[config.mk]
export PLATFORM = sky130hd
export DESIGN_NAME = match_game_ctrl
export DESIGN_NICKNAME = d
export VERILOG_FILES = /design/src/rtl/game_pkg.sv /design/src/rtl/match_game_ctrl_hold_timer.sv /design/src/rtl/match_game_ctrl.sv
export SDC_FILE = /design/constraint.sdc
export NUM_CORES = 1
export LEC_CHECK = 0
export BUFFER_PORTS_ARGS = -buffer_cell sky130_fd_sc_hd__buf_2
export CAP_MARGIN = 10
export CELL_PAD_IN_SITES_DETAIL_PLACEMENT = 0
export CELL_PAD_IN_SITES_GLOBAL_PLACEMENT = 1
export CORE_ASPECT_RATIO = 1.25
export CORE_UTILIZATION = 38
export CTS_CLUSTER_SIZE = 16
export DETAILED_ROUTE_END_ITERATION = 7
export PLACE_DENSITY = 0.72
export SLEW_MARGIN = 30
export SYNTH_ARGS = -nofsm -noshare
export SYNTH_HDL_FRONTEND = slang
export SYNTH_SLANG_ARGS = --single-unit
export TNS_END_PERCENT = 20
[constraint.sdc]
create_clock -name clock -period 3.7 [get_ports clock]
set_clock_uncertainty 0.2 [all_clocks]
set_input_delay 0.185 -clock clock [delete_from_list [all_inputs] [get_ports clock]]
set_output_delay 0.185 -clock clock [all_outputs]
set_load 0.1 [all_outputs]
[src/rtl/game_pkg.sv]
// Shared types and constants for the memory-match turn controller.
package game_pkg;

  localparam int NUM_CARDS_DEF = 36;
  localparam int VAL_W_DEF     = 6;
  // The cursor and read address are 6 bits wide, so any index lies in 0..63.
  localparam int CARD_SLOTS    = 64;

  typedef logic [5:0]           card_idx_t;
  typedef logic [VAL_W_DEF-1:0] card_val_t;

  typedef enum logic [2:0] {
    ST_PICK1   = 3'd0,
    ST_READ1   = 3'd1,
    ST_PICK2   = 3'd2,
    ST_READ2   = 3'd3,
    ST_COMPARE = 3'd4,
    ST_HOLD    = 3'd5,
    ST_DONE    = 3'd6
  } game_state_t;

endpackage

[src/rtl/match_game_ctrl_hold_timer.sv]
// Mismatch display timer: load starts a countdown of HOLD_CYCLES cycles.
// o_done is high during the last of those cycles.
module hold_timer #(
  parameter int HOLD_CYCLES = 50_000_000
) (
  input  logic clock,
  input  logic reset_n,
  input  logic i_load,
  output logic o_done
);

  localparam int CNT_W = (HOLD_CYCLES > 1) ? $clog2(HOLD_CYCLES) : 1;

  logic [CNT_W-1:0] r_count;
  logic             r_active;

  assign o_done = r_active && (r_count == '0);

  // Countdown register; goes idle after the final cycle.
  always_ff @(posedge clock) begin
    if (!reset_n) begin
      r_count  <= '0;
      r_active <= 1'b0;
    end else if (i_load) begin
      r_count  <= CNT_W'(HOLD_CYCLES - 1);
      r_active <= 1'b1;
    end else if (r_active) begin
      if (r_count == '0) begin
        r_active <= 1'b0;
      end else begin
        r_count <= r_count - 1'b1;
      end
    end
  end

endmodule

[src/rtl/match_game_ctrl.sv]
// Turn controller for the memory-match game. It takes two card picks, reads
// both values and compares them. A match marks the pair permanently. A mismatch
// keeps both cards face-up for a hold interval and then flips them back.
module match_game_ctrl
  import game_pkg::*;
#(
  parameter int NUM_CARDS   = NUM_CARDS_DEF,
  parameter int VAL_W       = 6,
  parameter int MEM_LAT     = 1,
  parameter int HOLD_CYCLES = 50_000_000
) (
  input  logic                 clock,
  input  logic                 reset_n,
  input  logic                 btn_a,
  input  logic [5:0]           cursor,
  output logic [5:0]           mem_raddr,
  input  logic [VAL_W-1:0]     mem_rdata,
  output logic [NUM_CARDS-1:0] face_up,
  output logic [NUM_CARDS-1:0] matched,
  output logic [4:0]           pair_count,
  output logic                 busy,
  output logic                 match_pulse,
  output logic                 mismatch_pulse,
  output logic                 game_over
);

  localparam int         LAT_W       = (MEM_LAT < 1) ? 1 : $clog2(MEM_LAT + 1);
  localparam logic [4:0] PAIRS_TOTAL = 5'(NUM_CARDS / 2);

  game_state_t          r_state;
  game_state_t          w_state_next;
  card_idx_t            r_sel1;
  card_idx_t            r_sel2;
  card_idx_t            r_mem_raddr;
  logic [VAL_W-1:0]     r_val1;
  logic [VAL_W-1:0]     r_val2;
  logic [LAT_W-1:0]     r_lat_cnt;
  logic [NUM_CARDS-1:0] r_face_up;
  logic [NUM_CARDS-1:0] r_matched;
  logic [4:0]           r_pair_count;
  logic                 r_match_pulse;
  logic                 r_mismatch_pulse;

  logic [NUM_CARDS-1:0]  w_cur_oh;
  logic [NUM_CARDS-1:0]  w_sel1_oh;
  logic [NUM_CARDS-1:0]  w_sel2_oh;
  logic [CARD_SLOTS-1:0] w_matched_pad;
  logic                  w_in_range;
  logic                  w_press_ok;
  logic                  w_read_done;
  logic                  w_vals_equal;
  logic [4:0]            w_pair_inc;
  logic                  w_last_pair;
  logic                  w_hold_load;
  logic                  w_hold_done;

  // One-hot decodes of the cursor and of both selections.
  genvar gi;
  generate
    for (gi = 0; gi < NUM_CARDS; gi++) begin : g_card
      assign w_cur_oh[gi]  = (cursor == card_idx_t'(gi));
      assign w_sel1_oh[gi] = (r_sel1 == card_idx_t'(gi));
      assign w_sel2_oh[gi] = (r_sel2 == card_idx_t'(gi));
    end
  endgenerate

  // Padding lets the matched lookup be indexed by any cursor value without
  // going outside the vector. The range check below decides validity.
  assign w_matched_pad = CARD_SLOTS'(r_matched);
  assign w_in_range    = (32'(cursor) < NUM_CARDS);
  assign w_press_ok    = btn_a && w_in_range && !w_matched_pad[cursor] &&
                         ((r_state == ST_PICK1) ||
                          ((r_state == ST_PICK2) && (cursor != r_sel1)));

  assign w_read_done  = (r_lat_cnt == LAT_W'(MEM_LAT));
  assign w_vals_equal = (r_val1 == r_val2);
  assign w_pair_inc   = (r_pair_count < PAIRS_TOTAL) ? r_pair_count + 5'd1 : r_pair_count;
  assign w_last_pair  = (w_pair_inc == PAIRS_TOTAL);

  hold_timer #(
    .HOLD_CYCLES (HOLD_CYCLES)
  ) u_hold_timer (
    .clock   (clock),
    .reset_n (reset_n),
    .i_load  (w_hold_load),
    .o_done  (w_hold_done)
  );

  // State register.
  always_ff @(posedge clock) begin
    if (!reset_n) begin
      r_state <= ST_PICK1;
    end else begin
      r_state <= w_state_next;
    end
  end

  // Next-state logic. Presses count only in the two pick states.
  always_comb begin
    w_state_next = r_state;
    case (r_state)
      ST_PICK1:   if (w_press_ok)  w_state_next = ST_READ1;
      ST_READ1:   if (w_read_done) w_state_next = ST_PICK2;
      ST_PICK2:   if (w_press_ok)  w_state_next = ST_READ2;
      ST_READ2:   if (w_read_done) w_state_next = ST_COMPARE;
      ST_COMPARE: w_state_next = w_vals_equal ? (w_last_pair ? ST_DONE : ST_PICK1) : ST_HOLD;
      ST_HOLD:    if (w_hold_done) w_state_next = ST_PICK1;
      ST_DONE:    w_state_next = ST_DONE;
      default:    w_state_next = ST_PICK1;
    endcase
  end

  // State-decoded outputs and the hold timer load.
  always_comb begin
    busy        = 1'b1;
    game_over   = 1'b0;
    w_hold_load = 1'b0;
    case (r_state)
      ST_PICK1, ST_PICK2: busy = 1'b0;
      ST_COMPARE:         w_hold_load = !w_vals_equal;
      ST_DONE:            game_over = 1'b1;
      default:            ;
    endcase
  end

  // Selection, read capture, card bitmaps, pair count and result strobes.
  always_ff @(posedge clock) begin
    if (!reset_n) begin
      r_sel1           <= '0;
      r_sel2           <= '0;
      r_mem_raddr      <= '0;
      r_val1           <= '0;
      r_val2           <= '0;
      r_lat_cnt        <= '0;
      r_face_up        <= '0;
      r_matched        <= '0;
      r_pair_count     <= '0;
      r_match_pulse    <= 1'b0;
      r_mismatch_pulse <= 1'b0;
    end else begin
      r_match_pulse    <= 1'b0;
      r_mismatch_pulse <= 1'b0;
      case (r_state)
        ST_PICK1: begin
          if (w_press_ok) begin
            r_sel1      <= cursor;
            r_mem_raddr <= cursor;
            r_face_up   <= r_face_up | w_cur_oh;
            r_lat_cnt   <= '0;
          end
        end
        ST_READ1: begin
          if (w_read_done) begin
            r_val1 <= mem_rdata;
          end else begin
            r_lat_cnt <= r_lat_cnt + 1'b1;
          end
        end
        ST_PICK2: begin
          if (w_press_ok) begin
            r_sel2      <= cursor;
            r_mem_raddr <= cursor;
            r_face_up   <= r_face_up | w_cur_oh;
            r_lat_cnt   <= '0;
          end
        end
        ST_READ2: begin
          if (w_read_done) begin
            r_val2 <= mem_rdata;
          end else begin
            r_lat_cnt <= r_lat_cnt + 1'b1;
          end
        end
        ST_COMPARE: begin
          if (w_vals_equal) begin
            r_matched     <= r_matched | w_sel1_oh | w_sel2_oh;
            r_pair_count  <= w_pair_inc;
            r_match_pulse <= 1'b1;
          end else begin
            r_mismatch_pulse <= 1'b1;
          end
        end
        ST_HOLD: begin
          if (w_hold_done) begin
            r_face_up <= (r_face_up & ~(w_sel1_oh | w_sel2_oh)) | r_matched;
          end
        end
        default: ;
      endcase
    end
  end

  assign mem_raddr      = r_mem_raddr;
  assign face_up        = r_face_up;
  assign matched        = r_matched;
  assign pair_count     = r_pair_count;
  assign match_pulse    = r_match_pulse;
  assign mismatch_pulse = r_mismatch_pulse;

endmodule

==> results.txt <==
CTS Buf Count -> 17
Crit path launch type -> flop
RSZ-0062 raised after global routing -> false
Max Cap Viol -> 0
Root Buffer -> clkbuf_16
Final GP Congestion -> 0.8593
Gate Count Post-Synth -> 935
Yosys warnings -> 0
Synthesized flop and latch total -> 140
Critical path's most frequent cell -> or4_4
Largest stage delay on the critical path -> 0.65 ns
M1 GR Usage -> 0.3126
Failing checks -> DRC
Detail Placement HPWL -> 17,290 µm
Net count after synthesis -> 953
Placement Rows -> 58
Setup_tns -> 0 ns
Power density cells -> 451.7 mW/mm²
Initial antenna violation count -> 0
CP required -> 3.81 ns
Share of cells above drive strength 1 -> 0.1701
Worst slew margin -> 0.4724
TritonCTS clock tree -> yes
Routed vias -> 7,587
GRT Overall Usage -> 0.2491
Non-filler cells in the finished layout -> 1,275
Layout area overhead -> 16.61%
Initial DRC Count -> 538
WL final -> 25,450 µm
Period utilization -> 0.7933
Final nets -> 1,012
CP bufs+invs -> 0
Outcome -> finished with violations
Layout Utilization -> 0.4509
Sequential area share after synthesis -> 0.3619
Period minus WS final -> 2.935 ns
Die footprint -> 0.02096 mm²
Final setup violation count -> 0
CP Data Arrival Time -> 3.05 ns
Critical path's slowest cell -> or4_4
Port Buf Inserts -> 101
Max clock buf depth -> 2
Leak -> 3.844 nW
Final slew viol count -> 0
GRT overflow -> 0
FMAX -> 0.3407 GHz
First-pass GRT wire length -> 39,900 µm
Worst Hold Class -> in2reg
PnR worst setup slack -> 0.7650 ns
Ys flop type -> dfxtp_1
Synthesized area -> 0.007745 mm²
DRC -> 2
DIE WIDTH -> 129.7 µm
Synth area leader -> dfxtp_1
Die Span Y -> 161.6 µm
CTS Sinks -> 140
Cell count after placement -> 1,239
Post-DR vias/cell -> 5.951
Unique masters post-synth -> 62
Top cell type's share of synthesized area -> 0.3619
Clock Pin Slew Worst Setup and Hold Paths -> 0.06 ns
Final Hold Violating Endpoints -> 0
Top-count cell post-synth -> dfxtp_1
Largest net degree at the start of global routing -> 98
Grt met2 use -> 0.4067
Io pins -> 102
Main area contributors after synthesis -> dfxtp_1 (36%), nor2_1 (5.6%), a21oi_1 (3.7%)
CP Class -> reg2reg
Drt first pass iters -> 7
Met3 usage -> 0.04372
Setup Fix Bufs, Post-CTS -> 0
Syn avg cell area -> 8.283 µm²
Number of global-route vias before repair -> 7,124
Max FO, Critical Path -> 12
EDFF count, synth -> 0
Clk Latency, worst-skew pair -> 0.43 ns
Initial core utilization -> 0.3867
Crit end category -> flop
Async SR Flop Fraction -> 0
# diodes -> 0
Post-DR wirelength/cell -> 19.96 µm
Worst vdd rail ir drop -> 0.3361 mV
GRT Max-Usage Layer -> met2
Most frequent cells after synthesis -> dfxtp_1 (140), nor2_1 (115), clkbuf_1 (74), nand2_1 (62), a21oi_1 (57)
Final ANT Viol Nets -> 0
H-tree lvl count -> 4
Pre-CTS setup slack -> 0.4756 ns
Cell chain of the critical path -> or4_4 -> or4_4 -> or4_4 -> o21ai_0 -> o211ai_1 -> o311a_1
Core area -> 0.02003 mm²
Actual slew at the worst max-slew pin -> 0.7804 ns
Largest delay contributor family on the critical path -> simple AND/OR/NAND/NOR gates
==> tightest hold or removal path, delay by kind of cell <==
kind	cells	cell delay, ns
AOI/OAI and AO/OA	2	0.20
buffers and inverters	1	0.19
and+or+nand+nor	1	0.09
==> metal layers <==
layer,up-vias,share of wire
met5,-,0
met4,0,0.042
met3,68,0.058
met2,298,0.48
met1,3622,0.42
li1,3599,-
==> per-stage QoR <==
step	total power, W	hold WS [ns]	cell area, µm²
2_1_floorplan	0.002182	0.1289	7745
3_3_place_gp	0.002333	0.2334	8372
3_5_place_dp	0.002336	0.2430	8374
4_1_cts	0.004106	0.05818	9027
5_1_grt	0.004224	0.09756	9031
6_report	0.004080	0.08504	9031
==> final cells by class <==
class	count	area (µm²)
fillers	2041	11000
multi-input cells	679	4474
clock buffers	24	481.7
well taps	270	337.8
repair buffers	125	704.4
inverters	31	118.9
flip-flops and latches	140	2803
clock inverters	6	111.4
==> cells in the final DEF, fill, tap and decap left out, types with 25 or more instances in the layout <==
| master | instances |
|---|---|
| nand2_1 | 62 |
| o311ai_0 | 29 |
| a22oi_1 | 32 |
| a21oi_1 | 57 |
| inv_1 | 30 |
| o21a_1 | 26 |
| dfxtp_1 | 140 |
| buf_2 | 101 |
| nand3_1 | 36 |
| o211a_1 | 25 |
| nor2_1 | 115 |
==> report_power, final <==
group          internal (W)  switching (W)
registers           0.00155      0.0000680
logic              0.000181       0.000513
clock network       0.00111       0.000658
total               0.00284        0.00124
==> flip-flops by register name (all words and copies together) (netlist names) <==
signal,count
u_hold_timer.r_count,26
r_lat_cnt,1
r_sel1,6
r_val1,6
mem_raddr,6
mismatch_pulse,1
pair_count,5
match_pulse,1
u_hold_timer.r_active,1
face_up,36
r_state,3
r_sel2,6
r_val2,6
matched,36
==> final timing paths <==
| check | start | end | slack (ns) | cells past startpoint |
|---|---|---|---|---|
| setup / recovery | u_hold_timer.r_count[3]$_SDFFE_PN0P_ | face_up[35]$_SDFFE_PN0P_ | 0.76 | 6 |
| hold / removal | cursor[0] | face_up[35]$_SDFFE_PN0P_ | 0.09 | 4 |
| setup reg to reg | u_hold_timer.r_count[3]$_SDFFE_PN0P_ | face_up[35]$_SDFFE_PN0P_ | 0.76 | 6 |
| hold reg to reg | u_hold_timer.r_count[14]$_SDFFE_PN0P_ | u_hold_timer.r_count[14]$_SDFFE_PN0P_ | 0.29 | 2 |
==> cells by family after synthesis <==
group | after synthesis | synth area share
AND/OR/NAND/NOR | 332 | 0.2124
AO/OA/AOI/OAI | 281 | 0.2746
flip-flops | 140 | 0.3619
buffers and inverters | 116 | 0.06058
XOR/XNOR | 37 | 0.04184
multiplexers | 26 | 0.04378
adder cells (fa/ha/maj) | 3 | 0.004847
==> repair_timing <==
item | CTS | global route
hold buffers | 6 | 0
resized for setup | 0 | 0
endpoints found under the hold margin | 12 | 0
Power figures use the tool's default switching activity.
